===== config.mk =====
export PLATFORM = sky130hd
export DESIGN_NAME = team_08_game_fsm
export DESIGN_NICKNAME = d
export VERILOG_FILES = /design/src/rtl/team_08_game_fsm.sv
export SDC_FILE = /design/constraint.sdc
export NUM_CORES = 1
export LEC_CHECK = 0
export BUFFER_PORTS_ARGS = -buffer_cell sky130_fd_sc_hd__buf_4
export CAP_MARGIN = 30
export CORE_UTILIZATION = 28
export CTS_BUF_LIST = sky130_fd_sc_hd__clkbuf_8
export DETAILED_ROUTE_END_ITERATION = 8
export PLACE_DENSITY_LB_ADDON = 0.25
export RECOVER_POWER = 25
export SKIP_LAST_GASP = 1
export SYNTH_ARGS = -nofsm -noshare
export SYNTH_HDL_FRONTEND = slang
export SYNTH_SLANG_ARGS = --single-unit

===== constraint.sdc =====
create_clock -name clk -period 1.95 [get_ports clk]
set_input_delay 0.0975 -clock clk [delete_from_list [all_inputs] [get_ports clk]]
set_output_delay 0.0975 -clock clk [all_outputs]
set_load 0.01 [all_outputs]

===== src/rtl/team_08_game_fsm.sv =====
// -----------------------------------------------------------------------------
// team_08_game_fsm
// Top-level game-state controller for the dino runner. It takes
// collision_detect from team_08_collision_detector and drives the shared
// state_t bus back to the collision detector and to the dino, cactus and
// display blocks. The block also owns the run score, the win condition,
// button edge detection and the one-cycle round_start pulse.
//
// Ports:
//   clk              in   system clock
//   reset            in   asynchronous reset, active low
//   button           in   raw start/jump button, asynchronous to clk
//   frame_tick       in   one-cycle pulse per display frame
//   collision_detect in   collision flag, sampled only while state==RUN
//   state            out  state_t: IDLE=0, RUN=1, OVER=2, WIN=3 (registered)
//   score            out  current run score (registered)
//   round_start      out  one-cycle pulse in the first RUN cycle (registered)
//   high_score       out  best final score since reset; present only when
//                         TEAM08_HIGH_SCORE_EN is defined
//
// Optional feature macro: TEAM08_HIGH_SCORE_EN
//
// state | meaning
// ------+-----------------------------------------------------------
// IDLE  | waiting for a button press; score keeps the last round's value
// RUN   | round in progress; frame_ticks advance the score
// OVER  | collision ended the round; score frozen
// WIN   | score reached WIN_SCORE; score frozen at WIN_SCORE
// -----------------------------------------------------------------------------
module team_08_game_fsm #(
  parameter int SCORE_DIV = 30,
  parameter int WIN_SCORE = 99,
  parameter int SCORE_W   = 7
) (
  input  logic               clk,
  input  logic               reset,
  input  logic               button,
  input  logic               frame_tick,
  input  logic               collision_detect,
  output logic [1:0]         state,
  output logic [SCORE_W-1:0] score,
  output logic               round_start
`ifdef TEAM08_HIGH_SCORE_EN
  ,
  output logic [SCORE_W-1:0] high_score
`endif
);

  typedef enum logic [1:0] {
    IDLE = 2'd0,
    RUN  = 2'd1,
    OVER = 2'd2,
    WIN  = 2'd3
  } state_t;

  localparam int DIV_W = (SCORE_DIV > 1) ? $clog2(SCORE_DIV) : 1;
  localparam logic [DIV_W-1:0]   DIV_TC = DIV_W'(SCORE_DIV - 1);
  localparam logic [SCORE_W-1:0] WIN_S  = SCORE_W'(WIN_SCORE);

  state_t             state_q;
  logic [DIV_W-1:0]   div_q;
  logic [SCORE_W-1:0] score_q;
  logic               round_start_q;
  logic               sync1_q;
  logic               sync2_q;
  logic               edge_q;
  logic               btn_press;
  logic [SCORE_W-1:0] score_inc;

  // Two-flop synchronizer followed by a rising-edge detector flop.
  always_ff @(posedge clk or negedge reset) begin
    if (!reset) begin
      sync1_q <= 1'b0;
      sync2_q <= 1'b0;
      edge_q  <= 1'b0;
    end else begin
      sync1_q <= button;
      sync2_q <= sync1_q;
      edge_q  <= sync2_q;
    end
  end

  // Built purely from flop outputs, so no input reaches an output without
  // passing through a register.
  assign btn_press = sync2_q & ~edge_q;
  assign score_inc = score_q + SCORE_W'(1);

`ifdef TEAM08_HIGH_SCORE_EN
  logic [SCORE_W-1:0] high_score_q;
`endif

  always_ff @(posedge clk or negedge reset) begin
    if (!reset) begin
      state_q       <= IDLE;
      div_q         <= '0;
      score_q       <= '0;
      round_start_q <= 1'b0;
`ifdef TEAM08_HIGH_SCORE_EN
      high_score_q  <= '0;
`endif
    end else begin
      round_start_q <= 1'b0;
      case (state_q)
        IDLE: begin
          if (btn_press) begin
            state_q       <= RUN;
            score_q       <= '0;
            div_q         <= '0;
            round_start_q <= 1'b1;
          end
        end
        RUN: begin
          // Collision outranks a score-completing frame_tick on the same edge.
          if (collision_detect) begin
            state_q <= OVER;
`ifdef TEAM08_HIGH_SCORE_EN
            if (score_q > high_score_q) high_score_q <= score_q;
`endif
          end else if (frame_tick) begin
            if (div_q == DIV_TC) begin
              div_q <= '0;
              if (score_inc == WIN_S) begin
                state_q <= WIN;
                score_q <= WIN_S;
`ifdef TEAM08_HIGH_SCORE_EN
                if (WIN_S > high_score_q) high_score_q <= WIN_S;
`endif
              end else begin
                score_q <= score_inc;
              end
            end else begin
              div_q <= div_q + DIV_W'(1);
            end
          end
        end
        OVER: begin
          if (btn_press) state_q <= IDLE;
        end
        WIN: begin
          if (btn_press) state_q <= IDLE;
        end
        default: state_q <= IDLE;
      endcase
    end
  end

  assign state       = state_q;
  assign score       = score_q;
  assign round_start = round_start_q;
`ifdef TEAM08_HIGH_SCORE_EN
  assign high_score  = high_score_q;
`endif

endmodule


## Word level (Yosys, flattened, before mapping)

Cells that the tools add are included.

- Register bits after elaboration: 18
- Input bits: 5
- Output and inout bits: 10
- Word-level logic and storage cells: 50

- $add $sub $neg: 2
- Equal/unequal tests: 13
- Multiplexer cells: 20
- Bitwise operators: 2
- Reductions and logical operators: 6

Operators with widths:

| kind | number |
|---|---|
| $mux 7 | 5 |
| $mux 5 | 4 |
| $pmux 7 s2 | 1 |
| $mux 2 | 6 |
| $pmux 5 s2 | 1 |
| $reduce_and 5->1 | 2 |
| $ne 3x3->1 const B | 3 |
| $ne 2x2->1 const B | 4 |
| $add 7x1->7 const B | 1 |
| $eq 7x7->1 const B | 1 |
| $pmux 2 s3 | 1 |
| $add 5x1->5 const B | 1 |
| $eq 5x5->1 const B | 1 |
| $eq 2x2->1 const B | 2 |
| $reduce_and 4->1 | 1 |
| $eq 2x1->1 const B | 1 |
| $logic_not 2->1 | 1 |
| $mux 1 | 2 |
| $ne 2x1->1 const B | 1 |
| $reduce_bool 2->1 | 1 |
| $reduce_or 2->1 | 1 |
| $and 1x1->1 | 1 |
| $not 1->1 | 1 |

## Longest topological paths before layout

Gate-level depths: netlist of run 1.

- Word-level depth: 7
- Gate-level depth with buffers: 8
- Depth with buffers taken out: 7

## Worst setup path after synthesis of run 1

OpenSTA, ideal clock, no wires.

- Kind: reg-to-reg
- Start point: reg div_q[1]
- End point: reg score_q[6] (netlist: score[6])
- Library setup time: 95 ps
- Arrival time: 1577 ps
- Setup slack: 277 ps
- Stages on the path, launching flop included: 9
- Buffers on the path: 1
- Period minus slack after synthesis: 1673 ps
- Cell sequence: dfrtp_1 inv_1 ha_1 nand4_2 or4b_4 buf_6 nor2b_1 o21ai_0 o31ai_1

- Word-level cells in the longest chain between the ends: 3

Ends and longest elaborated chain:

| item | RTL line | source |
|---|---|---|
| start: declaration | 61 | `logic [DIV_W-1:0] div_q;` |
| start signal: assignment | 132 | `div_q <= div_q + DIV_W'(1);` |
| $eq 5x5->1 | 120 | `if (div_q == DIV_TC) begin` |
| $ne 2x2->1 (no line) | - |  |
| $reduce_and 5->1 (no line) | - |  |
| end signal: assignment | 129 | `score_q <= score_inc;` |
| end: declaration | 62 | `logic [SCORE_W-1:0] score_q;` |

Every way passes these cells.
A chain may end at the register's enable or synchronous reset.

## Final worst setup path of run 1

- Start point: reg score_q[1] (netlist: score[1])
- End point: reg state_q[1] (netlist: state[1])

- Word-level cells in the longest chain between the ends: 4

Ends and longest elaborated chain:

| item | RTL line | source |
|---|---|---|
| $add 7x1->7 | 86 | `assign score_inc = score_q + SCORE_W'(1);` |
| $eq 7x7->1 | 122 | `if (score_inc == WIN_S) begin` |
| $ne 3x3->1 (no line) | - |  |
| $reduce_and 5->1 (no line) | - |  |
| end signal: assignment | 94 | `state_q <= IDLE;` |
| end signal: assignment | 123 | `state_q <= WIN;` |
| end signal: assignment | 137 | `if (btn_press) state_q <= IDLE;` |
| end: declaration | 60 | `state_t state_q;` |

Every way passes these cells.

==> impl_metrics.toml, run 1 <==
[global_route]
grt_max_degree = 19
grt_pass1_vias = 715
antenna_found_initial = 0
grt.overflow.total = 0
grt_pass1_wl_mm = 3.27
grt_usage = 0.123

[min_path]
holdPathEnd = "state[0]"
whs_path_depth = 2
hold_path.class = "in -> reg"
hp-start = "collision_detect"

[worst_setup_path]
slowest_delay_ns = 0.47
critPathLaunchType = "register"
r2r-end = "state[1]"
critPathMaxFanout = 7
regToRegSetupSlack_ns = 0.18
cp.required_ns = 2.11
cp-end-kind = "register"
critPathSlowestCell = "dfrtp_1"
worstPathArrival_ns = 1.93
reg2regPathDepth = 6
crit_type = "reg -> reg"
reg2reg_from = "score[1]"
cp_cell_sequence = "ha_2 > and3_2 > nand2_1 > o22ai_1 > nand3_1 > o31ai_1"

[power_and_ir_drop]
ir_worst_vdd_mv = 0.250
p_per_area_nw_per_um2 = 884
leakagePower_uw = 0.000539
power_uw = 1060

[cells_and_area]
syn_to_final_growth_pct = 26.1
multi_input_area_um2 = 480
nFillCells = 319
drive_gt1_frac = 0.235
stdcell_area_um2 = 1200
post_layout_nonfiller_instances = 163
final_nets = 129
n_antenna_cell = 0
ff_latch_area_um2 = 452

[placement]
gp_congestion = 0.784
dp_hpwl_mm = 1.42
dp_slack_ns = 0.107
portBuffers = 14
dp_cells = 157
placed_cell_area_um2 = 1120

[clock_tree]
cts_buffer_depth = 2
cts_tree = "yes"
cts_max_level = 1
cts_made_buffers = 3
clock_sinks = 18
cts_root_buf = "clkbuf_8"
clk_latency_ns = 0.25
clk_pin_slew_ns = 0.07
cts_setup_buffers = 0

[route]
drt-initial-drc-count = 41
wl_mm = 1.98
via_per_inst = 4.85
first_pass_iters = 4
ant_nets = 0
drc_errors = 0
routedWlPerCell_um = 12.2
vias = 791

[yosys]
yosys_warnings = 0
yosysUniqueCellTypes = 29
syn_inst = 97
ys_ff_latch = 18
syn_area_per_cell_um2 = 9.79
synth_area_um2 = 950
seq_area_frac_synth = 0.474
synth_nets = 106

[sta]
tightestPinTransition_ns = 0.989
clock_skew_ns = 0.00162
slew_headroom = 0.340
max_freq_ghz = 0.566
period_share = 0.907
setup_violations = 0
rsz0062_at_grt = "no"
report.final.slew_viol_count = 0
finalSetupTns_ns = 0
setup_slack_ns = 0.182
finalHoldViolations = 0
finalCriticalPeriod_ns = 1.77

[die]
die_y_um = 60.2
rows = 20
die_area_um2 = 3630
ios = 15
fp.dieW_um = 60.2
coreArea_um2 = 3130
start_util = 0.304

[run]
maxCapViolations = 0

[outcome]
outcome = "complete, no violations"
sequential cells by signal (all words and copies together) (netlist names):
name,flops
div_q,5
edge_q,1
round_start,1
score,7
state,2
sync1_q,1
sync2_q,1
routing by layer:
metal	GRT usage	wire length [µm]	share of wire	vias up
li1	-	-	-	396
met1	0.158	987	0.50	376
met2	0.187	900	0.45	17
met3	0.0216	68	0.034	2
met4	0.0797	27	0.014	0
met5	0	0	0	-
cells in the mapped netlist:
| library cell | instances | area share |
|---|---|---|
| nand2b_4 | 1 | 0.014 |
| nand2b_1 | 4 | 0.026 |
| a21o_1 | 1 | 0.0079 |
| nor2b_1 | 4 | 0.026 |
| nand3b_1 | 2 | 0.016 |
| xnor2_1 | 1 | 0.0092 |
| o21ai_0 | 13 | 0.069 |
| nor2_1 | 5 | 0.020 |
| xor2_1 | 1 | 0.0092 |
| or3b_1 | 1 | 0.0092 |
| and3_1 | 3 | 0.020 |
| nand2_1 | 10 | 0.040 |
| or2_4 | 1 | 0.0092 |
| o31ai_1 | 6 | 0.047 |
| a31oi_1 | 1 | 0.0066 |
| a21oi_1 | 3 | 0.016 |
| a22oi_1 | 1 | 0.0079 |
| nand4_2 | 1 | 0.013 |
| o21ai_1 | 1 | 0.0053 |
| nand3_1 | 5 | 0.026 |
| ha_1 | 4 | 0.053 |
| a31o_2 | 1 | 0.0092 |
| inv_1 | 3 | 0.012 |
| buf_6 | 1 | 0.012 |
| or4b_4 | 1 | 0.014 |
| dfrtp_1 | 18 | 0.47 |
| o22ai_1 | 1 | 0.0066 |
| and4b_1 | 1 | 0.011 |
| nor3_1 | 2 | 0.011 |
what timing repair did:
item / in CTS / in global routing
hold buffers: 2 / 0
gates resized for setup: 0 / 3
endpoints found under the hold margin: 19 / 0
endpoints found under the setup margin: 0 / 1
final cells by class:
cell class,count,share of cell area
clock buffer,4,0.0460
tap,44,0.0460
timing repair buffer,19,0.120
sequential,18,0.377
multi-input combinational,75,0.401
inverter,3,0.00940
through the flow:
stage / hold WS, ns / utilization
CTS: 0.0182 / 0.382
floorplan: -0.198 / -
global route: 0.0314 / 0.383
global placement: -0.0188 / 0.358
detailed placement: -0.0125 / 0.358
finish: 0.0224 / 0.383
worst max-delay path, delay by kind of cell (launching register included):
family                   cells  cell delay, ns
AO/OA/AOI/OAI                2            0.47
adder cells (fa/ha/maj)      1            0.28
flip-flops                   1            0.47
AND/OR/NAND/NOR              3            0.46
cell families (layout without fill, tap and decap cells):
logic type	after synthesis	count (layout)	share of synthesized area
simple gates	41	41	0.256
compound gates	28	28	0.175
flops	18	18	0.474
fa+ha+maj	4	4	0.0527
buf+inv	4	26	0.0237
xor+xnor	2	2	0.0184
worst max path at each step:
stage                        start       end  slack [ns]  cells past startpoint
after detailed placement  score[1]  state[1]        0.11                      6
after global placement    score[1]  state[1]        0.10                      6
after global routing      score[1]  state[1]        0.04                      6
final                     score[1]  state[1]        0.18                      6
after CTS                 score[1]  state[1]        0.08                      6
after floorplan           div_q[1]  score[6]        0.28                      8
placed cells by master (no fill, tap or decap), types with 2 or more instances in the layout:
cell type and instances:
nand2_1 10, o31ai_1 6, nor2b_1 4, inv_1 3, nor2_1 5, o21ai_0 13
dlygate4sd3_1 2, a21oi_1 3, nand2b_1 4, nor3_1 2, ha_1 3, nand3b_1 2
and3_1 2, dfrtp_1 17, nand3_1 5, clkbuf_8 4, buf_4 16
power breakdown:
group / leakage, µW / switching (µW) / total (µW) / internal (µW)
clock network: 0.0000288 / 130 / 310 / 179
registers: 0.000238 / 49.6 / 472 / 422
logic: 0.000271 / 146 / 277 / 132
(Power assumes the default switching activity.)
==> run 2, diff against run 1 <==
--- a/config.mk
+++ b/config.mk
@@ -5,6 +5,7 @@
 export SDC_FILE = /design/constraint.sdc
 export NUM_CORES = 1
 export LEC_CHECK = 0
+export ABC_AREA = 1
 export BUFFER_PORTS_ARGS = -buffer_cell sky130_fd_sc_hd__buf_4
 export CAP_MARGIN = 30
 export CORE_UTILIZATION = 28
==> run 2 against run 1 <==
Compared with the run above:
- utilization shrank 2.0 points
- first-iteration DRC count shrank 34%
- critical path depth grew 6
- sequential share of layout area shrank 0.53 points
- sequential cell count is the same
- cell count grew 12%
- final area grew 1.1%
- routed wire length shrank 7.4%
- sequential power grew 9.5%
- maximum frequency grew 10%
- via count shrank 0.25%
- critical path type unchanged
- largest power group is now combinational cells
- highest routed layer is now met3
==> impl_metrics.toml, run 2 <==
[yosys]
async_flop_share = 1.00
synth_ff_type = "dfrtp_1"
synth_edf_count = 0
seq_area_frac_synth = 0.461
yosys.area.top_type = "dfrtp_1"
syn_area_per_cell_um2 = 8.42
synth.most_common_cell = "nand2_1"
synthTopCellsByCount = "24 x nand2_1, 18 x dfrtp_1, 17 x inv_1, 13 x nor2_1, 6 x nand3_1"
ys_top_cells_by_area = "dfrtp_1 46%, nand2_1 9.2%, inv_1 6.5%"
synth_area_um2 = 977
yosys_warnings = 0
syn_inst = 116
yosysUniqueCellTypes = 28
synth_top_area_frac = 0.461
synth_nets = 125
ys_ff_latch = 18

[route]
drc_errors = 0
ant_nets = 0
first_pass_iters = 4
drt-initial-drc-count = 27
vias = 789
via_per_inst = 4.34
routedWlPerCell_um = 10.1
wl_mm = 1.84

[worst_setup_path]
crit_type = "reg -> reg"
cp-end-kind = "register"
cp.required_ns = 2.10
critPathLaunchType = "register"
critPathMaxFanout = 5
slowest_delay_ns = 0.42
cp_top_family = "simple AND/OR/NAND/NOR gates"
critPathSlowestCell = "dfrtp_1"
cp_cell_sequence = "ha_1 > nand2_1 > nor2_1 > nand2_1 > nand2_1 > nand2_1 > nor2_2 > nand3_1 > nand2_2 > nand2_1 > nand2_1 > nand2_1"
worstPathArrival_ns = 1.76
crit_buf_inv = 0
crit_top_cell = "nand2_1"

[cells_and_area]
largest_register_ff_count = 7
drive_gt1_frac = 0.221
final_common_cell = "nand2_1"
post_layout_nonfiller_instances = 182
n_antenna_cell = 0
final_nets = 146
final_cell_mix = "24 x nand2_1, 18 x dfrtp_1, 17 x inv_1"
syn_to_final_growth_pct = 23.9
stdcell_area_um2 = 1210

[power_and_ir_drop]
power.switching_uw = 549
internal-power_uw = 819
p_per_area_nw_per_um2 = 1130
power_uw = 1370
pwr-share-seq = 0.378
clkPwrFrac = 0.224
ir_worst_vdd_mv = 0.461
combPwrFrac = 0.398
leakagePower_uw = 0.000603
sw_frac_of_total = 0.401

[die]
fp.dieW_um = 61.1
start_util = 0.293
rows = 21
die_area_um2 = 3730
coreArea_um2 = 3340
die_y_um = 61.1
ios = 15

[global_route]
grt_usage = 0.115
grt.overflow.total = 0
grt_pass1_wl_mm = 3.13
grt_pass1_vias = 715
antenna_found_initial = 0
grt_max_degree = 19

[placement]
gp_congestion = 0.853
placed_cell_area_um2 = 1140
dp_hpwl_mm = 1.39
dp_cells = 176
portBuffers = 14

[clock_tree]
clk_latency_ns = 0.25
cts_root_buf = "clkbuf_8"
cts_max_level = 1
cts_setup_buffers = 0
post_cts_resized = 0
cts_buffer_depth = 2
cts_made_buffers = 3
clock_sinks = 18
cts-hold-fix-buffers = 2
clk_pin_slew_ns = 0.07
cts_tree = "yes"

[run]
maxCapViolations = 0

[outcome]
outcome = "complete, no violations"

[sta]
report.final.slew_viol_count = 0
finalCriticalPeriod_ns = 1.61
tightestPinTransition_ns = 1.01
finalSetupTns_ns = 0
max_freq_ghz = 0.623
whs_ns = 0.154
rsz0062_at_grt = "no"
clock_skew_ns = 0.00361
finalHoldViolations = 0
period_share = 0.823
setup_violations = 0
slew_headroom = 0.326

[min_path]
hold_path.class = "in -> reg"
-- run 2: cell families after synthesis --
group | count (synthesis) | share of synthesized area
AOI/OAI and AO/OA | 18 | 0.110
xor gates and xnor gates | 2 | 0.0179
adders and majority gates | 4 | 0.0512
buffers and inverters | 21 | 0.0832
DFF | 18 | 0.461
and+or+nand+nor | 53 | 0.277
-- run 2: worst reg2reg max path, delay by kind of cell (launching register included) --
kind                       cells  cell delay [ns]
adders and majority gates      1             0.23
DFF                            1             0.42
and+or+nand+nor               11             0.84
-- run 2: power by group through the flow --
| stage | logic, µW | registers, µW | clock network, µW |
|---|---|---|---|
| after CTS | 556 | 517 | 320 |
| after global routing | 626 | 531 | 334 |
| after floorplan | 386 | 527 | 0 |
| after global placement | 547 | 521 | 0 |
| after detailed placement | 554 | 523 | 0 |
| final | 544 | 517 | 306 |
-- run 2: cell type report --
cell class                 count  area (µm²)
multi-input combinational     77         445
sequential                    18         450
clock buffer                   4        55.1
fill                         367        2130
timing repair buffer          16         121
inverter                      21        81.3
tap                           46        57.6
-- run 2: final timing paths --
path | from | end | slack, ns | cells after the start
max | score[1] | state[0] | 0.34 | 12
min | collision_detect | state[0] | 0.15 | 4
max reg2reg | score[1] | state[0] | 0.34 | 12
min reg2reg | sync1_q | sync2_q | 0.35 | 0
max in group asynchronous | reset | edge_q | 0.81 | 2
min in group asynchronous | reset | score[2] | 0.52 | 2
-- run 2: per-stage QoR --
| stage | utilization | setup slack, ns |
|---|---|---|
| after global routing | 0.363 | 0.128 |
| after detailed placement | 0.342 | 0.348 |
| final | 0.363 | 0.344 |
| after CTS | 0.364 | 0.333 |
| after floorplan | - | 0.475 |
| after global placement | 0.342 | 0.397 |
-- run 2: routing by layer --
metal,vias to the layer above,share of wire,global-route usage
met5,-,0,0
met2,12,0.48,0.182
met1,367,0.48,0.153
li1,410,-,-
met4,0,0,0.0195
met3,0,0.042,0.0441
==> run 3, diff against run 2 <==
==> constraint.sdc (replaced) <==
create_clock -name clk -period 1.4 [get_ports clk]
set_input_delay 0.07 -clock clk [delete_from_list [all_inputs] [get_ports clk]]
set_output_delay 0.07 -clock clk [all_outputs]
set_load 0.01 [all_outputs]
==> run 3 against run 2 <==
Compared with the run above:
- the run now ends with negative setup slack left
- global-route usage rose by 1.2 points
- critical path depth is the same
- setup slack got worse by 0.46 ns
- die area unchanged
- total power increased by 68%
- via count up 11%
- clock-buffer cell count unchanged
- utilization rose by 7.4 points
==> impl_metrics.toml, run 3 (synthesized netlist as in run 2, its figures left out) <==
[outcome]
outcome = "complete, but fails checks"
violations = "negative setup slack"

[placement]
dp_slack_ns = -0.0682
portBuffers = 14
gp_congestion = 0.897
dp_hpwl_mm = 1.52
placed_cell_area_um2 = 1230

[run]
maxCapViolations = 0

[sta]
clock_skew_ns = 0.00626
report.final.slew_viol_count = 0
period_share = 1.08
rsz0062_at_grt = "yes"
slew_headroom = 0.333
tightestPinTransition_ns = 1.00
finalCriticalPeriod_ns = 1.51
finalHoldViolations = 0
setup_violations = 4
max_freq_ghz = 0.661
setup_slack_ns = -0.112

[global_route]
grt_usage = 0.127
grt.overflow.total = 0
grt_max_degree = 19
grt_pass1_vias = 811
antenna_found_initial = 0
grt_pass1_wl_mm = 3.37

[route]
vias = 876
first_pass_iters = 3
wl_mm = 2.34
via_per_inst = 4.42
ant_nets = 0
routedWlPerCell_um = 11.8
drc_errors = 0
drt-initial-drc-count = 50

[worst_setup_path]
crit_type = "reg -> reg"
cp.required_ns = 1.55
cp-end-kind = "register"
worstPathArrival_ns = 1.67
critPathMaxFanout = 4
critPathLaunchType = "register"

[die]
rows = 21
fp.dieW_um = 61.1
ios = 15
start_util = 0.293
die_area_um2 = 3730
die_y_um = 61.1
coreArea_um2 = 3340

[power_and_ir_drop]
sw_frac_of_total = 0.396
p_per_area_nw_per_um2 = 1580
clkPwrFrac = 0.186
internal-power_uw = 1390
combPwrFrac = 0.505
pwr-share-seq = 0.309
leakagePower_uw = 0.000705
power.switching_uw = 912
power_uw = 2300
ir_worst_vdd_mv = 0.655

[cells_and_area]
final_cell_mix = "27 x buf_4, 19 x nand2_1, 16 x inv_1, 16 x dfrtp_1, 7 x nor2_1"
syn_to_final_growth_pct = 49.2
post-route-util = 0.437
n_antenna_cell = 0
largest_register_ff_count = 7
final_nets = 162
drive_gt1_frac = 0.447
stdcell_area_um2 = 1460
final_common_cell = "buf_4"

[clock_tree]
cts_buffer_depth = 2
clock_sinks = 18
clk_latency_ns = 0.26
clk_pin_slew_ns = 0.07
cts_made_buffers = 3
cts_tree = "yes"
cts_max_level = 1
cts_root_buf = "clkbuf_8"

[min_path]
hold_path.class = "in -> reg"
==> run 3: area by class of cell <==
class                           count  area, µm²
Multi-Input combinational cell     77        559
Sequential cell                    18        453
Tap cell                           46       57.6
Fill cell                         338       1880
Timing Repair Buffer               32        249
Inverter                           21       83.8
Clock buffer                        4       55.1
==> run 3: worst max-delay path, stage by stage, from the launching register on <==
cell	delay [ns]
dfrtp_2	0.41
ha_4	0.19
nand2_4	0.08
inv_4	0.08
nor2_4	0.04
nor2_2	0.11
nand2_2	0.09
nor2_4	0.12
nand3_2	0.07
nand2_2	0.09
nand2_1	0.05
nand2_1	0.05
nand2_1	0.04
==> run 3: final timing paths <==
check / from / end / slack, ns / depth (start not counted)
hold reg to reg: sync1_q / sync2_q / 0.35 / 0
hold / removal: collision_detect / state[0] / 0.13 / 4
min in group asynchronous: reset / score[4] / 0.49 / 2
max in group asynchronous: reset / score[0] / 0.24 / 2
setup reg to reg: score[0] / state[0] / -0.11 / 12
setup / recovery: score[0] / state[0] / -0.11 / 12
==> run 3: stage by stage <==
step                      std cells  setup TNS, ns  hold slack, ns
after global placement          188         -0.122         -0.0458
after floorplan                 116        -0.0538          -0.226
after global routing            198         -0.796           0.140
after detailed placement        188         -0.174         -0.0399
final                           198         -0.255           0.125
after CTS                       197        -0.0561           0.114
==> run 3: layer usage <==
layer  global-route usage  routed length, µm  vias to the layer above
met4               0.0682                 55                        0
met1                0.144                962                      418
met5                    0                  0                        -
met2                0.210               1250                       14
met3               0.0441                 70                        6
li1                     -                  -                      438
==> run 3: repair_timing <==
item	4_1_cts	5_1_grt
hold buffers	2	0
setup buffers	3	1
pin swaps	4	12
resized for setup	11	22
endpoints found under the setup margin	4	11
endpoints found under the hold margin	19	0
==> run 3: power by group through the flow <==
stage / clock network, µW / registers (µW) / logic [µW]
4_1_cts: 455 / 699 / 1050
2_1_floorplan: 0 / 736 / 538
3_3_place_gp: 0 / 693 / 974
5_1_grt: 471 / 723 / 1280
3_5_place_dp: 0 / 697 / 989
6_report: 428 / 711 / 1160
